==> config.mk <==
export PLATFORM = sky130hd
export DESIGN_NAME = hazard_ctrl
export DESIGN_NICKNAME = d
export VERILOG_FILES = /design/src/rtl/hazard_ctrl.sv
export SDC_FILE = /design/constraint.sdc
export NUM_CORES = 1
export LEC_CHECK = 0
export BUFFER_PORTS_ARGS = -buffer_cell sky130_fd_sc_hd__buf_2
export CAP_MARGIN = 5
export CORE_ASPECT_RATIO = 0.75
export CORE_UTILIZATION = 45
export DETAILED_ROUTE_END_ITERATION = 8
export PLACE_DENSITY = 0.82
export SKIP_CTS_REPAIR_TIMING = 1
export SLEW_MARGIN = 20
export SYNTH_ARGS = -nofsm -noshare
export SYNTH_HDL_FRONTEND = slang
export SYNTH_SLANG_ARGS = --single-unit
==> constraint.sdc <==
create_clock -name clk -period 2.05 [get_ports clk]
set_input_delay 0.3075 -clock clk [delete_from_list [all_inputs] [get_ports clk]]
set_output_delay 0.3075 -clock clk [all_outputs]
set_load 0.005 [all_outputs]
==> src/rtl/hazard_ctrl.sv <==
// Hazard/scheduling controller for the 5-stage MIPS core: operand forwarding,
// load-use / branch / MDU stalls, IF/ID and ID/EX flushes, and the MDU busy FSM.
module hazard_ctrl #(
  parameter int MULT_CYCLES = 4,
  parameter int DIV_CYCLES  = 32,
  parameter int CNT_W       = 6
) (
  input  logic        clk,
  input  logic        rst_n,
  input  logic [4:0]  RsD,
  input  logic [4:0]  RtD,
  input  logic [4:0]  RsE,
  input  logic [4:0]  RtE,
  input  logic [4:0]  WriteRegE,
  input  logic [4:0]  WriteRegM,
  input  logic [4:0]  WriteRegW,
  input  logic        RegWriteE,
  input  logic        RegWriteM,
  input  logic        RegWriteW,
  input  logic        MemtoRegE,
  input  logic        MemtoRegM,
  input  logic        BranchD,
  input  logic        PCSrcD,
  input  logic        MduStartE,
  input  logic        MduDivE,
  input  logic        MduUseD,
  output logic [1:0]  ForwardAE,
  output logic [1:0]  ForwardBE,
  output logic        ForwardAD,
  output logic        ForwardBD,
  output logic        StallF,
  output logic        StallD,
  output logic        FlushD,
  output logic        FlushE,
  output logic        MduBusy,
  output logic        MduDone,
  output logic [15:0] StallCnt,
  output logic [1:0]  o_dbg_mdu_state
);

  typedef enum logic [1:0] {
    MDU_IDLE = 2'd0,
    MDU_RUN  = 2'd1,
    MDU_DONE = 2'd2
  } mdu_state_t;

  localparam logic [CNT_W-1:0] LP_MULT_LOAD = CNT_W'(MULT_CYCLES - 1);
  localparam logic [CNT_W-1:0] LP_DIV_LOAD  = CNT_W'(DIV_CYCLES - 1);

  mdu_state_t       r_state;
  mdu_state_t       w_state_nxt;
  logic [CNT_W-1:0] r_cnt;
  logic [CNT_W-1:0] w_cnt_nxt;
  logic [15:0]      r_stall_cnt;

  logic w_m_valid, w_w_valid, w_e_valid, w_ld_m_valid;
  logic w_lwstall, w_brstall, w_mdustall, w_stall;
  logic [1:0] w_fwd_ae, w_fwd_be;

  // Register $zero is hardwired, so a write to it never creates a dependency.
  assign w_m_valid    = RegWriteM && (WriteRegM != 5'd0);
  assign w_w_valid    = RegWriteW && (WriteRegW != 5'd0);
  assign w_e_valid    = RegWriteE && (WriteRegE != 5'd0);
  assign w_ld_m_valid = MemtoRegM && (WriteRegM != 5'd0);

  always_comb begin
    w_fwd_ae = 2'b00;
    if (w_m_valid && (WriteRegM == RsE))      w_fwd_ae = 2'b10;
    else if (w_w_valid && (WriteRegW == RsE)) w_fwd_ae = 2'b01;
  end

  always_comb begin
    w_fwd_be = 2'b00;
    if (w_m_valid && (WriteRegM == RtE))      w_fwd_be = 2'b10;
    else if (w_w_valid && (WriteRegW == RtE)) w_fwd_be = 2'b01;
  end

  assign w_lwstall = MemtoRegE && (WriteRegE != 5'd0) &&
                     ((WriteRegE == RsD) || (WriteRegE == RtD));

  // Branches compare in ID, so an ALU result still in EX or a load in MEM is too late.
  assign w_brstall = BranchD &&
                     ((w_e_valid && ((WriteRegE == RsD) || (WriteRegE == RtD))) ||
                      (w_ld_m_valid && ((WriteRegM == RsD) || (WriteRegM == RtD))));

  assign w_mdustall = MduUseD && (r_state == MDU_RUN);
  assign w_stall    = rst_n && (w_lwstall || w_brstall || w_mdustall);

  assign ForwardAE = rst_n ? w_fwd_ae : 2'b00;
  assign ForwardBE = rst_n ? w_fwd_be : 2'b00;
  assign ForwardAD = rst_n && w_m_valid && (WriteRegM == RsD);
  assign ForwardBD = rst_n && w_m_valid && (WriteRegM == RtD);
  assign StallF    = w_stall;
  assign StallD    = w_stall;
  assign FlushE    = w_stall;
  // A stalled taken branch is not flushed yet; it re-resolves next cycle.
  assign FlushD    = rst_n && PCSrcD && !w_stall;

  // MduStartE is a single-cycle pulse from EX; it is only honoured outside RUN.
  always_ff @(posedge clk or negedge rst_n) begin
    if (!rst_n) begin
      r_state <= MDU_IDLE;
      r_cnt   <= '0;
    end else begin
      r_state <= w_state_nxt;
      r_cnt   <= w_cnt_nxt;
    end
  end

  always_comb begin
    w_state_nxt = r_state;
    w_cnt_nxt   = r_cnt;
    case (r_state)
      MDU_IDLE, MDU_DONE: begin
        w_state_nxt = MDU_IDLE;
        if (MduStartE) begin
          w_state_nxt = MDU_RUN;
          w_cnt_nxt   = MduDivE ? LP_DIV_LOAD : LP_MULT_LOAD;
        end
      end
      MDU_RUN: begin
        if (r_cnt == '0) w_state_nxt = MDU_DONE;
        else             w_cnt_nxt   = r_cnt - 1'b1;
      end
      default: begin
        w_state_nxt = MDU_IDLE;
        w_cnt_nxt   = '0;
      end
    endcase
  end

  assign MduBusy         = rst_n && (r_state == MDU_RUN);
  assign MduDone         = rst_n && (r_state == MDU_DONE);
  assign o_dbg_mdu_state = r_state;

  always_ff @(posedge clk or negedge rst_n) begin
    if (!rst_n) begin
      r_stall_cnt <= '0;
    end else if (w_stall && (r_stall_cnt != 16'hFFFF)) begin
      r_stall_cnt <= r_stall_cnt + 16'd1;
    end
  end

  assign StallCnt = r_stall_cnt;

endmodule
Word level (Yosys, flattened, before mapping)
Index checks and enable logic that the tools add are counted.
W data, S select, Z words.

word-level totals
  register bits = 24
  bits of input ports = 47
  output and inout bits = 30
  logic and storage cells = 68

cells by class
  add/subtract/negate cells = 2
  equal/unequal tests = 14
  multiplexer cells = 13
  reductions and logical operators = 36

operators with widths
  operator                 count
  $eq A5 B5 Y1             8
  $logic_and A1 B1 Y1      23
  $add A16 B1 Y16 const B  1
  $ne A16 B16 Y1 const B   1
  $reduce_bool A5 Y1       3
  $mux W6                  2
  $pmux W6 S2              1
  $mux W2                  5
  $logic_not A6 Y1         1
  $sub A6 B1 Y6 const B    1
  $logic_or A1 B1 Y1       5
  $mux W5                  1
  $ne A2 B2 Y1 const B     2
  $pmux W2 S2              1
  $mux W1                  3
  $eq A2 B1 Y1 const B     1
  $eq A2 B2 Y1 const B     1
  $logic_not A2 Y1         1
  $ne A2 B1 Y1 const B     1
  $reduce_and A2 Y1        1
  $reduce_or A2 Y1         1
  $logic_not A1 Y1         1

Longest topological paths before layout
  depth after elaboration = 10
  mapped depth = 9

Worst setup path after synthesis
No wires, ideal clock.

  kind = register -> output
  from = register r_state[0] (netlist: o_dbg_mdu_state[0])
  to = output port StallD
  arrival time = 1448 ps
  slack = 294 ps
  stages on the path, launching flop included = 7
  cell sequence = dfrtp_1 -> and2b_1 -> and3_1 -> a31oi_2 -> nand2_4 -> buf_8 -> buf_4

on the way
  longest elaborated chain between the ends = 4

ends and longest elaborated chain
  element                 RTL line  text
  from (decl)             50        mdu_state_t r_state;
  from (signal assigned)  105       r_state <= w_state_nxt;
  $eq A2 B1 Y1            86        assign w_mdustall = MduUseD && (r_state == MDU_RUN);
  $logic_and A1 B1 Y1     86
  $logic_or A1 B1 Y1      87        assign w_stall = rst_n && (w_lwstall || w_brstall || w_mdustall);
  $logic_and A1 B1 Y1     87
  to (decl)               32        output logic StallD,

Every way passes these cells.

Worst setup path in the final report
  from = register r_state[0] (netlist: o_dbg_mdu_state[0])
  to = output port FlushE

on the way
  longest elaborated chain between the ends = 4

ends and longest elaborated chain
  element              RTL line  text
  $eq A2 B1 Y1         86
  $logic_and A1 B1 Y1  86
  $logic_or A1 B1 Y1   87
  $logic_and A1 B1 Y1  87
  to (decl)            34        output logic FlushE,

Every way passes these cells.

==> run_summary.xml <==
<?xml version="1.0" encoding="UTF-8"?>
<metrics>
  <group name="outcome">
    <metric name="status" unit="">complete, no violations</metric>
  </group>
  <group name="setup_path">
    <metric name="r2r_setup_slack" unit="ns">0.12</metric>
    <metric name="timing.rr.end" unit="">StallCnt[1]$_DFFE_PN0P_</metric>
    <metric name="path_max_fanout" unit="">10</metric>
    <metric name="r2r-start" unit="">o_dbg_mdu_state[0]$_DFFE_PN0P_</metric>
    <metric name="worst_setup_path_category" unit="">register to output pin</metric>
    <metric name="end_kind" unit="">output pin</metric>
    <metric name="critical_path_arrival" unit="ns">1.64</metric>
    <metric name="critical_path.startpoint_type" unit="">register</metric>
    <metric name="timing.critical_path.required" unit="ns">1.74</metric>
    <metric name="timing.reg2reg.worst_path_depth" unit="">7</metric>
  </group>
  <group name="grt">
    <metric name="grt_start_max_net_pins" unit="">21</metric>
    <metric name="grt_util_met1" unit="">0.305</metric>
    <metric name="antenna_found_initial" unit="">0</metric>
    <metric name="grt_pass1_wl" unit="mm">7.70</metric>
    <metric name="grt.busiest_layer" unit="">met2</metric>
    <metric name="global_route_track_usage_on_met2" unit="">0.340</metric>
    <metric name="gr-usage-all-layers" unit="">0.216</metric>
    <metric name="via_count_of_the_first_global_routing_pass" unit="">1653</metric>
    <metric name="gr-total-overflow" unit="">0</metric>
    <metric name="grt.met3_usage" unit="">0.0450</metric>
  </group>
  <group name="route">
    <metric name="detail_route.drc_violations" unit="">0</metric>
    <metric name="routed_wire_length_per_instance" unit="um">13.8</metric>
    <metric name="totalWireLength" unit="mm">4.73</metric>
    <metric name="drt_first_iter_violations" unit="">75</metric>
    <metric name="drt-vias-per-instance" unit="">5.22</metric>
    <metric name="ant_nets" unit="">0</metric>
    <metric name="vias" unit="">1792</metric>
    <metric name="drt_pre_antenna_iters" unit="">4</metric>
  </group>
  <group name="power_and_ir_drop">
    <metric name="p_leak" unit="uW">0.00111</metric>
    <metric name="power_density" unit="mW/mm^2">746</metric>
    <metric name="peak_supply_drop" unit="mV">0.372</metric>
  </group>
  <group name="die">
    <metric name="i_o_pins" unit="">77</metric>
    <metric name="overall_die_width" unit="um">77.2</metric>
    <metric name="core_area" unit="mm^2">0.00405</metric>
    <metric name="num_rows" unit="">20</metric>
    <metric name="fp.dieArea" unit="mm^2">0.00450</metric>
    <metric name="die_h" unit="um">58.4</metric>
    <metric name="floorplan.initialDensity" unit="">0.470</metric>
  </group>
  <group name="cts">
    <metric name="cts.path.max_buffers" unit="">2</metric>
    <metric name="cts_sinks" unit="">24</metric>
    <metric name="clk_transition_reported_paths" unit="ns">0.08</metric>
    <metric name="cts.htree.levels" unit="">1</metric>
    <metric name="cts_tree" unit="">built</metric>
    <metric name="tritoncts.num_buffers" unit="">3</metric>
    <metric name="cell_at_the_root_of_the_clock_tree" unit="">clkbuf_8</metric>
    <metric name="clkLatencyLatePin" unit="ns">0.27</metric>
  </group>
  <group name="timing">
    <metric name="hold_violations" unit="">0</metric>
    <metric name="rsz0062_at_grt" unit="">false</metric>
    <metric name="transition_time_of_the_tightest_slew_check_pin" unit="ns">0.443</metric>
    <metric name="final_max_slew_viol_count" unit="">0</metric>
    <metric name="fmax" unit="GHz">0.513</metric>
    <metric name="slew_headroom" unit="">0.702</metric>
    <metric name="fin_ws" unit="ns">0.101</metric>
    <metric name="final.min_clock_period" unit="ns">1.95</metric>
    <metric name="endpoints_failing_setup" unit="">0</metric>
    <metric name="fin_worst_skew" unit="ns">0.00645</metric>
    <metric name="fin_crit_sh" unit="">0.951</metric>
    <metric name="setup_total_negative_slack" unit="ns">0</metric>
  </group>
  <group name="cells_and_area">
    <metric name="post-route-util" unit="">0.590</metric>
    <metric name="number_of_antenna_diodes" unit="">0</metric>
    <metric name="layout-drive-gt1-share" unit="">0.382</metric>
    <metric name="fin_nets" unit="">339</metric>
    <metric name="area_growth" unit="%">25.3</metric>
    <metric name="area_occupied_by_multi_input_gates" unit="mm^2">0.00120</metric>
    <metric name="sequential_cell_area" unit="um^2">602</metric>
    <metric name="nFillCells" unit="">358</metric>
    <metric name="leading_cell_type_in_the_layout_fill_and_taps_excluded" unit="">buf_2</metric>
    <metric name="mostFrequentLayoutCells" unit="">buf_2 (76), xnor2_1 (38), dfrtp_1 (23)</metric>
  </group>
  <group name="run">
    <metric name="drv_cap" unit="">0</metric>
  </group>
  <group name="synth">
    <metric name="post_synthesis_register_bit_count" unit="">24</metric>
    <metric name="syn_inst" unit="">209</metric>
    <metric name="postSynthAreaPerCell" unit="um^2">9.12</metric>
    <metric name="synth_enable_flop_cells" unit="">0</metric>
    <metric name="synth_sequential_area_ratio" unit="">0.315</metric>
    <metric name="yosysWarningCount" unit="">0</metric>
    <metric name="distinct_cell_type_count_of_the_synthesized_netlist" unit="">40</metric>
    <metric name="synth_top_flop_cell" unit="">dfrtp_1</metric>
    <metric name="netlist_area" unit="mm^2">0.00191</metric>
    <metric name="synth_fp_nets" unit="">258</metric>
    <metric name="async_reset_ff_frac" unit="">1.00</metric>
  </group>
  <group name="placed_design">
    <metric name="dp_hpwl" unit="mm">3.87</metric>
    <metric name="detailedPlace.worstSlack" unit="ns">0.102</metric>
    <metric name="gp_congestion" unit="">0.925</metric>
    <metric name="numPortBuffers" unit="">76</metric>
  </group>
  <group name="hold_path">
    <metric name="holdCritPathClass" unit="">input pin to async pin</metric>
  </group>
</metrics>
cells by family (layout without fill, tap and decap cells):
| logic type | after synthesis | in the layout | share of synthesized area |
|---|---|---|---|
| and+or+nand+nor | 85 | 85 | 0.270 |
| xor gates and xnor gates | 54 | 54 | 0.248 |
| AOI/OAI and AO/OA | 27 | 27 | 0.0925 |
| DFF | 24 | 24 | 0.315 |
| buffers and inverters | 16 | 95 | 0.0558 |
| adders and majority gates | 2 | 2 | 0.0131 |
| muxes | 1 | 1 | 0.00591 |
worst max path at each step:
stage,cells past startpoint,start,slack (ns),end
floorplan,6,o_dbg_mdu_state[0]$_DFFE_PN0P_,0.29,StallD
global placement,8,WriteRegM[0],0.23,StallCnt[1]$_DFFE_PN0P_
detailed placement,8,WriteRegM[4],0.10,StallCnt[1]$_DFFE_PN0P_
CTS,5,o_dbg_mdu_state[0]$_DFFE_PN0P_,-0.02,StallF
global route,5,o_dbg_mdu_state[0]$_DFFE_PN0P_,0.01,StallD
finish,5,o_dbg_mdu_state[0]$_DFFE_PN0P_,0.10,FlushE
per-layer routing:
layer	wire length, um	vias to the layer above
met5	0	-
met4	98	0
met3	186	12
met2	2230	46
met1	2220	852
li1	-	882
flip-flops by register name (all words and copies together), names as in the netlist:
name             flops
o_dbg_mdu_state      2
StallCnt            16
r_cnt                6
cell usage after synthesis (2+ instances only):
cell type  instances  share of area
xnor2_1           38           0.17
nor2b_1            2         0.0066
a41oi_1            2         0.0092
buf_6              3          0.018
and3_2             3          0.012
and2_1             4          0.013
nand3_2            8          0.042
a31oi_1            2         0.0066
nand2_1           12          0.024
xor2_1            16          0.073
nand3_1           13          0.034
nor3_1             6          0.016
o22ai_1            2         0.0066
o21ai_0            8          0.021
o211ai_1           3          0.012
nand2b_1           2         0.0066
and3_1             6          0.020
nor4_1             5          0.016
a21oi_1            6          0.016
nor3_2             2          0.010
nor2_1            10          0.020
buf_2              4          0.010
nand4_1            4          0.013
dfrtp_1           24           0.31
buf_4              2         0.0079
or4_1              2         0.0079
inv_1              6          0.012
ha_1               2          0.013
critical path: stages (launching register included):
cell     delay, ns
dfrtp_2       0.46
and2b_1       0.20
and3_1        0.20
a31oi_2       0.24
nand2_4       0.13
buf_2         0.15
area by class of cell:
cell class              instances  area share
clock buffers                   3      0.0173
multi-input cells             169       0.502
inverters                       6     0.00942
repair buffers                 86       0.191
well taps                      55      0.0288
flip-flops and latches         24       0.252
per-stage QoR:
step | std cells | instance area, um^2 | power (uW) | hold slack [ns]
6_report | 343 | 2390 | 1780 | 0.0361
5_1_grt | 343 | 2390 | 1920 | 0.0592
4_1_cts | 337 | 2340 | 1750 | 0.0484
3_5_place_dp | 334 | 2300 | 1480 | 0.336
3_3_place_gp | 334 | 2300 | 1450 | 0.332
2_1_floorplan | 209 | 1910 | 1210 | 0.0119
power breakdown:
part           switching [uW]  leakage, uW  internal [uW]
sequential                119     0.000311            599
combinational             413     0.000777            378
clock                     143    0.0000216            131
(Power assumes the default switching activity.)
